===== src/rtl/writeback_stage_reg_pkg.sv =====
// Shared encodings for the MEM/WB writeback stage: result sources, load types, control layout.
package writeback_stage_reg_pkg;

  localparam int unsigned CTRL_W         = 6;
  localparam int unsigned CTRL_REG_WRITE = 5;
  localparam int unsigned CTRL_SRC_HI    = 4;
  localparam int unsigned CTRL_SRC_LO    = 3;
  localparam int unsigned CTRL_LT_HI     = 2;
  localparam int unsigned CTRL_LT_LO     = 0;

  typedef enum logic [1:0] {
    SRC_ALU = 2'b00,
    SRC_MEM = 2'b01,
    SRC_PC4 = 2'b10,
    SRC_IMM = 2'b11
  } result_src_e;

  // funct3 of the load; 011 and 111 are not named and pass raw data through
  typedef enum logic [2:0] {
    LB  = 3'b000,
    LH  = 3'b001,
    LW  = 3'b010,
    LBU = 3'b100,
    LHU = 3'b101,
    LWU = 3'b110
  } load_type_e;

  // Packed view of controlsignals, MSB first so it overlays the 6-bit bus directly
  typedef struct packed {
    logic        reg_write;
    result_src_e result_src;
    logic [2:0]  load_type;
  } ctrl_t;

  // Unpack the raw control bus into its fields
  function automatic ctrl_t ctrl_unpack(input logic [CTRL_W-1:0] raw);
    ctrl_t c;
    c.reg_write  = raw[CTRL_REG_WRITE];
    c.result_src = result_src_e'(raw[CTRL_SRC_HI:CTRL_SRC_LO]);
    c.load_type  = raw[CTRL_LT_HI:CTRL_LT_LO];
    return c;
  endfunction

endpackage


===== src/rtl/writeback_stage_reg_if.sv =====
// Memory-stage to writeback-stage bundle: MEM-side inputs and register-file-side outputs.
interface writeback_stage_reg_if #(
  parameter int unsigned WIDTH      = 32,
  parameter int unsigned REG_ADDR_W = 5,
  parameter int unsigned CNT_W      = 32
);
  import writeback_stage_reg_pkg::*;

  logic                  stall;
  logic                  flush;
  logic                  in_valid;
  logic [WIDTH-1:0]      readData;
  logic [WIDTH-1:0]      ALUResult;
  logic [WIDTH-1:0]      pcPlus4;
  logic [WIDTH-1:0]      immExt;
  logic [CTRL_W-1:0]     controlsignals;
  logic [REG_ADDR_W-1:0] Rd;

  logic                  RegWrite;
  logic [WIDTH-1:0]      Writeback;
  logic [REG_ADDR_W-1:0] rd;
  logic                  wb_valid;
  logic [CNT_W-1:0]      retired;

  // Memory stage / pipeline control side
  modport master (
    output stall, flush, in_valid, readData, ALUResult, pcPlus4, immExt,
           controlsignals, Rd,
    input  RegWrite, Writeback, rd, wb_valid, retired
  );

  // Writeback stage side
  modport slave (
    input  stall, flush, in_valid, readData, ALUResult, pcPlus4, immExt,
           controlsignals, Rd,
    output RegWrite, Writeback, rd, wb_valid, retired
  );

endinterface


===== src/rtl/writeback_stage_reg_load_extender.sv =====
// RISC-V load data extraction: byte/half/word select by offset with sign or zero extension.
module load_extender
  import writeback_stage_reg_pkg::*;
#(
  parameter int unsigned WIDTH = 32
) (
  input  logic [WIDTH-1:0] readData,
  input  logic [1:0]       off,
  input  logic [2:0]       load_type,
  output logic [WIDTH-1:0] ext
);

  logic [7:0]  byte_c;
  logic [15:0] half_c;
  logic [31:0] word_c;

  // Pick the addressed byte, halfword and the low word of the memory word
  always_comb begin
    byte_c = readData[7:0];
    case (off)
      2'd0:    byte_c = readData[7:0];
      2'd1:    byte_c = readData[15:8];
      2'd2:    byte_c = readData[23:16];
      default: byte_c = readData[31:24];
    endcase
    // off[0] is deliberately ignored for halfwords; misalignment is not trapped
    half_c = off[1] ? readData[31:16] : readData[15:0];
    word_c = readData[31:0];
  end

  // Extend the selected piece according to funct3
  always_comb begin
    ext = readData;
    case (load_type)
      LB:      ext = WIDTH'($signed(byte_c));
      LBU:     ext = WIDTH'(byte_c);
      LH:      ext = WIDTH'($signed(half_c));
      LHU:     ext = WIDTH'(half_c);
      LW:      ext = WIDTH'($signed(word_c));
      LWU:     ext = WIDTH'(word_c);
      default: ext = readData;
    endcase
  end

endmodule


===== src/rtl/writeback_stage_reg.sv =====
// MEM/WB pipeline register with result select, load extension, x0 suppression and retire counter.
module writeback_stage_reg
  import writeback_stage_reg_pkg::*;
#(
  parameter int unsigned WIDTH      = 32,
  parameter int unsigned REG_ADDR_W = 5,
  parameter int unsigned CNT_W      = 32
) (
  input logic                 clk,
  input logic                 rst,
  writeback_stage_reg_if.slave wb
);

  logic                  valid_q;
  ctrl_t                 ctrl_q;
  logic [REG_ADDR_W-1:0] rd_q;
  logic [WIDTH-1:0]      alu_q;
  logic [WIDTH-1:0]      rdata_q;
  logic [WIDTH-1:0]      pc4_q;
  logic [WIDTH-1:0]      imm_q;
  logic [CNT_W-1:0]      retired_q;

  logic [WIDTH-1:0]      load_c;
  logic [WIDTH-1:0]      result_c;
  logic                  advance_c;

  assign advance_c = !wb.flush && !wb.stall;

  // MEM/WB register: flush inserts a cleared bubble, stall holds, otherwise load
  always_ff @(posedge clk or posedge rst) begin
    if (rst) begin
      valid_q <= 1'b0;
      ctrl_q  <= '0;
      rd_q    <= '0;
      alu_q   <= '0;
      rdata_q <= '0;
      pc4_q   <= '0;
      imm_q   <= '0;
    end else if (wb.flush) begin
      valid_q <= 1'b0;
      ctrl_q  <= '0;
      rd_q    <= '0;
      alu_q   <= '0;
      rdata_q <= '0;
      pc4_q   <= '0;
      imm_q   <= '0;
    end else if (!wb.stall) begin
      valid_q <= wb.in_valid;
      ctrl_q  <= ctrl_unpack(wb.controlsignals);
      rd_q    <= wb.Rd;
      alu_q   <= wb.ALUResult;
      rdata_q <= wb.readData;
      pc4_q   <= wb.pcPlus4;
      imm_q   <= wb.immExt;
    end
  end

  // Count instructions entering writeback; wraps naturally at all-ones
  always_ff @(posedge clk or posedge rst) begin
    if (rst) begin
      retired_q <= '0;
    end else if (advance_c && wb.in_valid) begin
      retired_q <= retired_q + CNT_W'(1);
    end
  end

  load_extender #(
    .WIDTH(WIDTH)
  ) u_load_extender (
    .readData (rdata_q),
    .off      (alu_q[1:0]),
    .load_type(ctrl_q.load_type),
    .ext      (load_c)
  );

  // Writeback source select, driven only by registered fields
  always_comb begin
    result_c = alu_q;
    case (ctrl_q.result_src)
      SRC_ALU: result_c = alu_q;
      SRC_MEM: result_c = load_c;
      SRC_PC4: result_c = pc4_q;
      SRC_IMM: result_c = imm_q;
      default: result_c = alu_q;
    endcase
  end

  assign wb.Writeback = result_c;
  assign wb.RegWrite  = valid_q && ctrl_q.reg_write && (rd_q != '0);
  assign wb.rd        = rd_q;
  assign wb.wb_valid  = valid_q;
  assign wb.retired   = retired_q;

endmodule


===== src/flat_wrapper.sv =====
// flat-port wrapper written by rule: the top's interface ports become plain ports
module writeback_stage_reg_flat import writeback_stage_reg_pkg::*;
#(
  parameter int unsigned WIDTH      = 32,
  parameter int unsigned REG_ADDR_W = 5,
  parameter int unsigned CNT_W      = 32
)
  (clk, rst, wb_stall, wb_flush, wb_in_valid, wb_readData, wb_ALUResult, wb_pcPlus4, wb_immExt, wb_controlsignals, wb_Rd, wb_RegWrite, wb_Writeback, wb_rd, wb_wb_valid, wb_retired);
  writeback_stage_reg_if #(.WIDTH(WIDTH), .REG_ADDR_W(REG_ADDR_W), .CNT_W(CNT_W)) wb_i ();
  input logic clk;
  input logic rst;
  input wire logic [$bits(wb_i.stall)-1:0] wb_stall;
  input wire logic [$bits(wb_i.flush)-1:0] wb_flush;
  input wire logic [$bits(wb_i.in_valid)-1:0] wb_in_valid;
  input wire logic [$bits(wb_i.readData)-1:0] wb_readData;
  input wire logic [$bits(wb_i.ALUResult)-1:0] wb_ALUResult;
  input wire logic [$bits(wb_i.pcPlus4)-1:0] wb_pcPlus4;
  input wire logic [$bits(wb_i.immExt)-1:0] wb_immExt;
  input wire logic [$bits(wb_i.controlsignals)-1:0] wb_controlsignals;
  input wire logic [$bits(wb_i.Rd)-1:0] wb_Rd;
  output wire logic [$bits(wb_i.RegWrite)-1:0] wb_RegWrite;
  output wire logic [$bits(wb_i.Writeback)-1:0] wb_Writeback;
  output wire logic [$bits(wb_i.rd)-1:0] wb_rd;
  output wire logic [$bits(wb_i.wb_valid)-1:0] wb_wb_valid;
  output wire logic [$bits(wb_i.retired)-1:0] wb_retired;
  assign wb_i.stall = wb_stall;
  assign wb_i.flush = wb_flush;
  assign wb_i.in_valid = wb_in_valid;
  assign wb_i.readData = wb_readData;
  assign wb_i.ALUResult = wb_ALUResult;
  assign wb_i.pcPlus4 = wb_pcPlus4;
  assign wb_i.immExt = wb_immExt;
  assign wb_i.controlsignals = wb_controlsignals;
  assign wb_i.Rd = wb_Rd;
  assign wb_RegWrite = wb_i.RegWrite;
  assign wb_Writeback = wb_i.Writeback;
  assign wb_rd = wb_i.rd;
  assign wb_wb_valid = wb_i.wb_valid;
  assign wb_retired = wb_i.retired;
  writeback_stage_reg #(.WIDTH(WIDTH), .REG_ADDR_W(REG_ADDR_W), .CNT_W(CNT_W)) u_core (.clk(clk), .rst(rst), .wb(wb_i));
endmodule

===== config.mk =====
export PLATFORM = sky130hd
export DESIGN_NAME = writeback_stage_reg_flat
export DESIGN_NICKNAME = d
export VERILOG_FILES = /design/src/rtl/writeback_stage_reg_pkg.sv /design/src/rtl/writeback_stage_reg_if.sv /design/src/rtl/writeback_stage_reg_load_extender.sv /design/src/rtl/writeback_stage_reg.sv /design/src/flat_wrapper.sv
export SDC_FILE = /design/constraint.sdc
export NUM_CORES = 1
export LEC_CHECK = 0
export CORE_UTILIZATION = 30
export CTS_CLUSTER_DIAMETER = 40
export CTS_CLUSTER_SIZE = 25
export DETAILED_ROUTE_END_ITERATION = 12
export REMOVE_ABC_BUFFERS = 1
export SYNTH_ARGS = -nofsm -noshare
export SYNTH_HDL_FRONTEND = slang
export SYNTH_SLANG_ARGS = --single-unit

===== constraint.sdc =====
create_clock -name clk -period 5.49 [get_ports clk]
set_input_delay 0.549 -clock clk [delete_from_list [all_inputs] [get_ports clk]]
set_output_delay 0.549 -clock clk [all_outputs]
set_load 0.05 [all_outputs]

==> impl_metrics.toml <==
[yosys]
yosysTopAreaCell = "dfrtp_1"
avgSynthCellArea_sq_um = 10.2
synth_common_cells = "nor2_1 (177), dfrtp_1 (172), mux2i_1 (144)"
synth_top_area_share_pct = 50.7
synth_area_leaders = "dfrtp_1 (51%), mux2i_1 (17%), nor2_1 (7.8%)"
ys_warn_count = 0
synthArstFlopShare_pct = 100
ys_seq_area_share_pct = 50.7
syn-cell-area_sq_mm = 0.00849
synth_top_family_by_area = "multiplexers"
synth-edff-count = 0
synth_compound_area_share_pct = 7.65
ys.flop_type = "dfrtp_1"
synthSimpleGateAreaFrac_pct = 16.8
synth_xor_area_share_pct = 3.20
ys_ff_latch = 172
synth_most_common_cell = "nor2_1"
synthCells = 833
synth_mux_area_share_pct = 18.5
synthAdderAreaFrac_pct = 0.147
synth_cell_types = 49

[die]
std_cell_rows = 61
pin_count = 215
die_h_um = 170
start_util_pct = 30.6
fp.coreArea_sq_mm = 0.0278
die_w_um = 170
dieArea_sq_mm = 0.0290

[timing]
fin_skew_ns = 0.0110
worstMarginPinSlew_ns = 0.994
report.final.slew_viol_count = 0
hold_viol = 0
period_share_pct = 74.7
fin_hold_ws_ns = 0.486
relSlewSlack_pct = 33.7
layout_setup_ws_ns = 1.39
setup_tns_ns = 0
setup_viol = 0
fmax_ghz = 0.244
period_minus_slack_ns = 4.10
rsz0062_at_grt = "no"

[layout]
area_delta_synth_final_pct = 35.7
fillers = 2774
utilization_pct = 41.5
layout-drive-gt1-share_pct = 6.70
final_area_sq_mm = 0.0115
stdcell_count = 1410
fin_nets = 1162

[worst_setup_path]
critPathCaptureType = "output pin"
arrival_ns = 3.55
cp_max_fo = 32
path_delay_family = "buffers and inverters"
path_buf_inv = 3
path_cells = "buf_4 -> inv_1 -> nand2_1 -> o21bai_2 -> o21ai_0 -> clkdlybuf4s50_1"
crit_path_max_incr_delay_ns = 0.78
cp_data_required_time_ns = 4.94
worstSetupPathType = "register to output pin"
start_kind = "register"
cpMaxStageDelayCell = "dfrtp_2"

[clock_tree]
clockBufferDepth = 2
clk_latency_ns = 0.42
clk_pin_slew_ns = 0.07
cts.sinks = 172
cts_tree = "yes"
htreeDepth = 4
ctsResizeCount = 0
postCtsSetupBuffers = 0
numCtsBuffers = 17
cts_root_buf = "clkbuf_16"
cts_hold_buf = 0

[drt]
routed_wl_um = 25500
routed_via_density = 4.73
remaining_drc_errors = 0
drt-initial-drc-count = 382
ant_nets = 0
drtPass1Iterations = 4
routedWlPerCell_um = 18.1
vias = 6673

[pwr]
p_total_mw = 3.34
irDropWorstVdd_v = 0.000298
powerDensity_mw_per_mm2 = 290
p_leak_nw = 5.19

[job]
max_cap_violations = 0

[placement]
preCtsSetupSlack_ns = 1.79
gp_congestion = 0.806
hpwlAfterDp_um = 17400
io_buffers = 214
post_dp_cell_area_sq_mm = 0.0109
placed_cells = 1376

[worst_hold_path]
hp-class = "register to register"

[global_route]
overflow = 0
grt_max_degree = 134
antenna_found_initial = 7
grt_pass1_vias = 6681
grt_usage_pct = 17.7
grt_pass1_wl_um = 38800

[outcome]
outcome = "finished, final reports clean"
## metal layers
metal,up-vias,track usage (%),routed length [um]
li1,3241,-,-
met1,3238,23.7,11600
met2,178,27.1,11600
met3,10,6.81,2220
met4,6,3.72,87
met5,-,0,34
## flip-flops by register name (all words and copies together), names as in the netlist
register            flops
u_core.wb.wb_valid      1
u_core.pc4_q           32
u_core.rdata_q         32
u_core.wb.rd            5
u_core.ctrl_q           6
u_core.alu_q           32
u_core.imm_q           32
u_core.wb.retired      32
## final timing paths
| kind | start | endpoint | slack (ns) | cells past startpoint |
|---|---|---|---|---|
| setup / recovery | u_core.ctrl_q[4] | wb_Writeback[16] | 1.39 | 6 |
| hold / removal | u_core.wb.retired[31] | u_core.wb.retired[31] | 0.49 | 1 |
| setup reg to reg | u_core.wb.retired[0] | u_core.wb.retired[24] | 3.70 | 6 |
| hold reg to reg | u_core.wb.retired[31] | u_core.wb.retired[31] | 0.49 | 1 |
| max in group asynchronous | rst | u_core.rdata_q[3] | 3.68 | 3 |
| min in group asynchronous | rst | u_core.wb.retired[31] | 0.69 | 2 |
## cells in the final DEF (no fill, tap or decap), drive strengths merged, types with 4 or more instances in the layout
master,instances
a211oi,7
a21oi,18
a221oi,5
a22oi,5
and4,4
buf,9
clkbuf,18
clkdlybuf4s50,212
dfrtp,172
inv,14
mux2,7
mux2i,144
nand2,65
nand3,15
nand4,10
nor2,180
nor2b,21
nor3,9
o21ai,28
o221ai,11
o22a,7
o22ai,7
xnor2,24
xor2,7
## kinds of logic after synthesis
logic type,count (synthesis)
buffers and inverters,62
DFF,172
and+or+nand+nor,317
AOI/OAI and AO/OA,97
adders and majority gates,1
xor gates and xnor gates,31
muxes,153
## layout make-up
cell class              instances  area, sq um  area share [%]
diodes                          2         5.00          0.0434
clock buffers                  17          425            3.69
clock inverters                15          148            1.28
inverters                       5         26.3           0.228
multi-input cells             599         3930            34.1
flip-flops and latches        172         4310            37.4
well taps                     378          473            4.10
repair buffers                222         2220            19.2
## power by group
part | internal [mW] | switching (mW)
Sequential | 1.34 | 0.0787
Combinational | 0.302 | 0.420
Clock | 0.607 | 0.591
Total | 2.25 | 1.09
No activity file was read; power rests on OpenSTA's default activity.
